File: config.mk
export PLATFORM = sky130hd
export DESIGN_NAME = exc_sequencer_flat
export DESIGN_NICKNAME = d
export VERILOG_FILES = /design/src/rtl/exc_sequencer_if.sv /design/src/rtl/exc_sequencer.sv /design/src/flat_wrapper.sv
export SDC_FILE = /design/constraint.sdc
export NUM_CORES = 1
export LEC_CHECK = 0
export ABC_AREA = 1
export CELL_PAD_IN_SITES_DETAIL_PLACEMENT = 1
export CELL_PAD_IN_SITES_GLOBAL_PLACEMENT = 1
export CORE_MARGIN = 2
export CORE_UTILIZATION = 25
export DETAILED_ROUTE_END_ITERATION = 6
export GPL_ROUTABILITY_DRIVEN = 0
export GPL_TIMING_DRIVEN = 0
export PLACE_DENSITY = 0.84
export SLEW_MARGIN = 25
export SYNTH_ARGS = -nofsm -noshare
export SYNTH_HDL_FRONTEND = slang
export SYNTH_SLANG_ARGS = --single-unit
export TNS_END_PERCENT = 30
File: constraint.sdc
create_clock -name clk -period 1.4 [get_ports clk]
set_input_delay 0.21 -clock clk [delete_from_list [all_inputs] [get_ports clk]]
set_output_delay 0.21 -clock clk [all_outputs]
set_load 0.02 [all_outputs]
File: src/rtl/exc_sequencer_if.sv
// rtl/exc_sequencer_if.sv - datapath handshake bundle between exc_sequencer and the CP0 datapath
//
// Purpose: carries the exception-entry request/acknowledge handshake and the
// ERET return pulse between the sequencer and the datapath.
//
// Signals:
//   exc_req     sequencer -> datapath  request exception entry
//   exc_id      sequencer -> datapath  index of the granted source (IDW bits)
//   exc_cause   sequencer -> datapath  32-bit cause code of the granted source
//   in_service  sequencer -> datapath  handler running, new entries blocked
//   exc_ack     datapath -> sequencer  request accepted, EPC saved this cycle
//   eret        datapath -> sequencer  ERET retired, one-cycle pulse
//
// Modports: master = sequencer side, slave = datapath side.

interface exc_sequencer_if #(
  parameter int IDW = 2
);
  logic           exc_req;
  logic [IDW-1:0] exc_id;
  logic [31:0]    exc_cause;
  logic           in_service;
  logic           exc_ack;
  logic           eret;

  modport master (
    output exc_req,
    output exc_id,
    output exc_cause,
    output in_service,
    input  exc_ack,
    input  eret
  );

  modport slave (
    input  exc_req,
    input  exc_id,
    input  exc_cause,
    input  in_service,
    output exc_ack,
    output eret
  );
endinterface

File: src/rtl/exc_sequencer.sv
// rtl/exc_sequencer.sv - fixed-priority exception/interrupt sequencer in front of CP0
//
// Purpose: edge-captures N exception sources into pending latches, applies the
// per-source mask and the global block, grants the lowest-index eligible source
// and runs a req/ack handshake with the datapath. Entry stays blocked until ERET.
// Fully synchronous to clk; clr is an asynchronous active-high reset.
//
// Ports:
//   clk         in   system clock, rising edge
//   clr         in   asynchronous active-high reset
//   src         in   N raw exception lines (level); a 0->1 transition is an event
//   mask_we     in   mask register write strobe
//   mask_wdata  in   N new mask value, bit=1 disables that source
//   pend_clr    in   N software clear of pending bits (one-cycle pulse per bit)
//   int_block   in   global block, 1 = no new entry
//   dp          if   datapath handshake (master side): exc_req, exc_id, exc_cause,
//                    in_service out; exc_ack, eret in
//   pending     out  N current pending latches
//   mask        out  N current mask register
//
// Parameters: N = number of sources (1..31, index 0 highest priority),
//             IDW = width of exc_id (2**IDW >= N).

module exc_sequencer #(
  parameter int N   = 3,
  parameter int IDW = 2
) (
  input  logic            clk,
  input  logic            clr,
  input  logic [N-1:0]    src,
  input  logic            mask_we,
  input  logic [N-1:0]    mask_wdata,
  input  logic [N-1:0]    pend_clr,
  input  logic            int_block,
  exc_sequencer_if.master dp,
  output logic [N-1:0]    pending,
  output logic [N-1:0]    mask
);

  typedef enum logic [1:0] {
    ST_IDLE    = 2'd0,
    ST_REQ     = 2'd1,
    ST_SERVICE = 2'd2
  } state_t;

  state_t         state_q;
  state_t         state_d;
  logic [IDW-1:0] grant_q;
  logic [IDW-1:0] grant_d;
  logic [IDW-1:0] grant_next;

  logic [N-1:0]   src_q;
  logic [N-1:0]   rise;
  logic [N-1:0]   eligible;
  logic [N-1:0]   grant_oh;
  logic [N-1:0]   clr_mask;
  logic [N-1:0]   pending_d;
  logic           ack_fire;
  logic           any_eligible;
  logic [31:0]    cause_val;

  // Edge detection: a line held high produces a single event.
  assign rise = src & ~src_q;

  // Masked sources still latch pending; they are only kept out of arbitration.
  assign eligible     = pending & ~mask;
  assign any_eligible = |eligible;

  // Fixed priority: scanning from the top down leaves the lowest set index.
  always_comb begin
    grant_next = '0;
    for (int i = N - 1; i >= 0; i--) begin
      if (eligible[i]) begin
        grant_next = IDW'(i);
      end
    end
  end

  assign ack_fire = (state_q == ST_REQ) && dp.exc_ack;
  assign grant_oh = N'(1) << grant_q;
  assign clr_mask = pend_clr | (ack_fire ? grant_oh : '0);

  // The rise term is ORed in after the clear so that an event arriving in the
  // same cycle as a software clear or an acknowledge is never lost.
  assign pending_d = (pending & ~clr_mask) | rise;

  // Cause code is a thermometer of grant+1 ones: src0=0x1, src1=0x3, src2=0x7.
  assign cause_val = (32'd1 << (int'(grant_q) + 1)) - 32'd1;

  // Next-state logic. Once in REQ the request is never withdrawn: mask writes,
  // pending clears and int_block changes are deliberately ignored until exc_ack.
  always_comb begin
    state_d = state_q;
    grant_d = grant_q;
    case (state_q)
      ST_IDLE: begin
        if (any_eligible && !int_block) begin
          state_d = ST_REQ;
          grant_d = grant_next;
        end
      end
      ST_REQ: begin
        if (dp.exc_ack) begin
          state_d = ST_SERVICE;
        end
      end
      ST_SERVICE: begin
        if (dp.eret) begin
          state_d = ST_IDLE;
        end
      end
      default: begin
        state_d = ST_IDLE;
      end
    endcase
  end

  // Output decode. exc_id and exc_cause read zero while idle so that a stale
  // grant from the previous handler is never visible to the datapath.
  always_comb begin
    dp.exc_req    = 1'b0;
    dp.in_service = 1'b0;
    dp.exc_id     = '0;
    dp.exc_cause  = '0;
    case (state_q)
      ST_REQ: begin
        dp.exc_req   = 1'b1;
        dp.exc_id    = grant_q;
        dp.exc_cause = cause_val;
      end
      ST_SERVICE: begin
        dp.in_service = 1'b1;
        dp.exc_id     = grant_q;
        dp.exc_cause  = cause_val;
      end
      default: begin
      end
    endcase
  end

  always_ff @(posedge clk or posedge clr) begin
    if (clr) begin
      state_q <= ST_IDLE;
      grant_q <= '0;
      src_q   <= '0;
      pending <= '0;
      mask    <= '0;
    end else begin
      state_q <= state_d;
      grant_q <= grant_d;
      src_q   <= src;
      pending <= pending_d;
      if (mask_we) begin
        mask <= mask_wdata;
      end
    end
  end

endmodule

File: src/flat_wrapper.sv
// flat-port wrapper written by rule: the top's interface ports become plain ports
module exc_sequencer_flat 
#(
  parameter int N   = 3,
  parameter int IDW = 2
)
  (clk, clr, src, mask_we, mask_wdata, pend_clr, int_block, pending, mask, dp_exc_req, dp_exc_id, dp_exc_cause, dp_in_service, dp_exc_ack, dp_eret);
  exc_sequencer_if #(.IDW(IDW)) dp_i ();
  input  logic clk;
  input  logic clr;
  input  logic [N-1:0] src;
  input  logic mask_we;
  input  logic [N-1:0] mask_wdata;
  input  logic [N-1:0] pend_clr;
  input  logic int_block;
  output logic [N-1:0] pending;
  output logic [N-1:0] mask;
  output wire logic [$bits(dp_i.exc_req)-1:0] dp_exc_req;
  output wire logic [$bits(dp_i.exc_id)-1:0] dp_exc_id;
  output wire logic [$bits(dp_i.exc_cause)-1:0] dp_exc_cause;
  output wire logic [$bits(dp_i.in_service)-1:0] dp_in_service;
  input wire logic [$bits(dp_i.exc_ack)-1:0] dp_exc_ack;
  input wire logic [$bits(dp_i.eret)-1:0] dp_eret;
  assign dp_exc_req = dp_i.exc_req;
  assign dp_exc_id = dp_i.exc_id;
  assign dp_exc_cause = dp_i.exc_cause;
  assign dp_in_service = dp_i.in_service;
  assign dp_i.exc_ack = dp_exc_ack;
  assign dp_i.eret = dp_eret;
  exc_sequencer #(.N(N), .IDW(IDW)) u_core (.clk(clk), .clr(clr), .src(src), .mask_we(mask_we), .mask_wdata(mask_wdata), .pend_clr(pend_clr), .int_block(int_block), .dp(dp_i), .pending(pending), .mask(mask));
endmodule
==> impl_metrics.csv <==
group,metric,value,unit
yosys,synth.most_common_cell,"buf_4",
floorplan,dieArea,4220,µm²
setup_path,crit_path_cell_trace,"inv_2 -> ha_4 -> buf_6 -> inv_2 -> nor2_1 -> buf_4",
timing,hold_violations,0,
power,p_per_area,1630,nW/µm²
global_route,grt-ovfl-total,0,
yosys,yosys-top-cells-area,"dfrtp_1 (35%), buf_4 (19%), ha_1 (9.4%)",
floorplan,core_area,3610,µm²
drt,via_per_inst,3.79,
timing,setup_viol,13,
yosys,seq_area_frac_synth,35.0,%
final_layout,fin_area,1580,µm²
yosys,ys_warn_count,0,
final_layout,area_delta_synth_final,69.8,%
clock_network,cts_sinks,13,
drt,wl,2560,µm
drt,drt_iter0_drc,4,
setup_path,cp_max_fo,5,
final_layout,fillers,452,
timing,clock.fmax,0.645,GHz
final_layout,multiInputGateArea,422,µm²
global_route,grt_pass1_wl,3790,µm
final_layout,layout.nets,210,
yosys,async_reset_ff_share,100,%
setup_path,cpMostUsedCell,"inv_2",
timing,slew_violations,0,
floorplan,dieWidth,64.9,µm
yosys,synth_cells,118,
setup_path,criticalPathCategory,"register to primary output",
setup_path,cp-start-kind,"register",
final_layout,num_antenna_cells,0,
outcome,status,"complete, but fails checks",
final_layout,fin_util,43.7,%
drt,firstDrtPassIters,4,
yosys,synth_area,928,µm²
final_layout,drive_gt1_share,39.6,%
clock_network,cts.htree.levels,1,
setup_path,slowest_stage,"dfrtp_1",
drt,vias,891,
drt,postRouteAntennaNets,0,
clock_network,clk-insertion-delay-late,0.24,ns
clock_network,cts_root_buffer,"clkbuf_8",
power,p_leak,0.000918,µW
yosys,ys_types,19,
floorplan,ios,57,
yosys,syn_avg_cell_area,7.87,µm²
clock_network,numCtsBuffers,3,
yosys,ys.flop_type,"dfrtp_1",
yosys,yosysTopAreaCellShare,35.0,%
timing,timing.final.ws_setup,-0.150,ns
global_route,antenna_found_initial,0,
drt,post_drt_wl_per_cell,10.9,µm
power,ir_drop,0.513,mV
setup_path,worst_setup_path_end_kind,"primary output",
setup_path,crit_arrival,1.34,ns
timing,clock_skew,0.000947,ns
run,cap_violations,0,
global_route,grt_use_total,11.8,%
clock_network,cts_buffer_depth,2,
setup_path,slowest_delay,0.37,ns
setup_path,required,1.19,ns
place,io_buffer_count,35,
place,dpl.hpwl,1840,µm
timing,rsz0062_at_grt,"true",
yosys,synthTopCellsByCount,"buf_4 (24), inv_1 (21), nand2_1 (20)",
global_route,grt_max_degree,14,
place,dpl_cell_area,1400,µm²
yosys,synth_edf_count,0,
floorplan,die_h,64.9,µm
timing,finalCriticalPeriod,1.55,ns
hold_path,hp-class,"input port to asynchronous set/reset pin",
drt,drc,0,
final_layout,seq_area,325,µm²
clock_network,tritoncts,"yes",
global_route,grt_pass1_vias,838,
clock_network,clk_pin_slew,0.06,ns
outcome,violations,"negative setup slack",
timing,period_share,111,%
yosys,yosysTopAreaCell,"dfrtp_1",
floorplan,initial_core_util,25.7,%
floorplan,fp-row-count,22,
yosys,synth_seq_cells,13,
clock_network,ctsHoldBuffers,0,
logic make-up after synthesis:
logic type / after synthesis / share of synthesized area (%)
and+or+nand+nor: 34 / 17.7
buffers and inverters: 49 / 29.5
other: 2 / 0.809
DFF: 13 / 35.0
adders and majority gates: 7 / 9.43
AOI/OAI and AO/OA: 13 / 7.55
critical path, delay by kind of cell, from the launching register on:
kind | cells | cell delay, ns
adder cells (fa/ha/maj) | 1 | 0.30
AND/OR/NAND/NOR | 1 | 0.07
flip-flops | 1 | 0.37
buffers and inverters | 4 | 0.34
final timing paths:
path | cells past startpoint | slack [ns] | endpoint | from
max reg2reg | 9 | 0.04 | u_core.state_q[0] | u_core.state_q[0]
max in group asynchronous | 2 | 0.78 | u_core.grant_q[0] | clr
min | 2 | 0.29 | u_core.mask[1] | clr
min in group clk | 1 | 0.41 | u_core.pending[0] | u_core.src_q[0]
max | 6 | -0.15 | dp_exc_cause[4] | u_core.state_q[0]
min reg2reg | 1 | 0.41 | u_core.pending[0] | u_core.src_q[0]
layout make-up:
cell class                      count  area share (%)
Tap cell                           48            3.81
Sequential cell                    13            20.6
Inverter                           24            6.03
Clock buffer                        4            2.86
Buffer                             25            12.6
Timing Repair Buffer               48            27.3
Multi-Input combinational cell     73            26.7
cells in the final DEF, fill, tap and decap left out:
| cell | instances |
|---|---|
| nor2_1 | 4 |
| nand3_2 | 1 |
| ha_4 | 1 |
| o21ai_1 | 5 |
| inv_2 | 6 |
| dlymetal6s2s_1 | 1 |
| clkbuf_8 | 3 |
| clkdlybuf4s50_1 | 14 |
| clkbuf_1 | 2 |
| a21oi_1 | 1 |
| o21ai_0 | 3 |
| inv_6 | 1 |
| buf_2 | 1 |
| inv_1 | 17 |
| nand2_1 | 18 |
| dfrtp_1 | 13 |
| conb_1 | 19 |
| a31oi_2 | 1 |
| buf_6 | 11 |
| o22ai_1 | 3 |
| nor2_4 | 1 |
| buf_4 | 40 |
| nand2_2 | 6 |
| dlygate4sd2_1 | 5 |
| nand2_4 | 2 |
| nand3_1 | 2 |
| ha_1 | 6 |
state kept, by name, indices dropped and copies added (netlist names):
signal	cells
u_core.grant_q	2
u_core.mask	3
u_core.pending	3
u_core.src_q	3
u_core.state_q	2
report_power, final:
part           leakage, µW  internal, µW  switching [µW]
Sequential        0.000160           455            57.4
Clock            0.0000228           201             138
Combinational     0.000735           815             896
Total             0.000918          1470            1090
stage by stage:
| step | hold slack [ns] | total power [µW] | cells | worst slack, ns | setup TNS, ns |
|---|---|---|---|---|---|
| floorplan | 0.0870 | 1340 | 135 | 0.0182 | 0 |
| global placement | 0.397 | 1750 | 218 | -0.566 | -6.69 |
| detailed placement | 0.408 | 1780 | 218 | -0.583 | -6.82 |
| CTS | 0.311 | 2340 | 230 | -0.143 | -1.35 |
| global route | 0.352 | 2730 | 235 | -0.194 | -2.32 |
| finish | 0.289 | 2560 | 235 | -0.150 | -1.48 |
per-layer routing:
layer	GRT usage (%)	vias to the layer above	part of all wire (%)
met5	0	-	0
met4	5.32	0	2.1
li1	-	447	-
met3	1.91	4	6.1
met2	23.5	29	55
met1	11.7	411	37
timing repair:
item	4_1_cts	5_1_grt
resized for setup	91	11
pin swaps	2	2
setup endpoints to repair	20	16
setup buffers	8	5
cloned	0	0
Power figures use the tool's default switching activity.
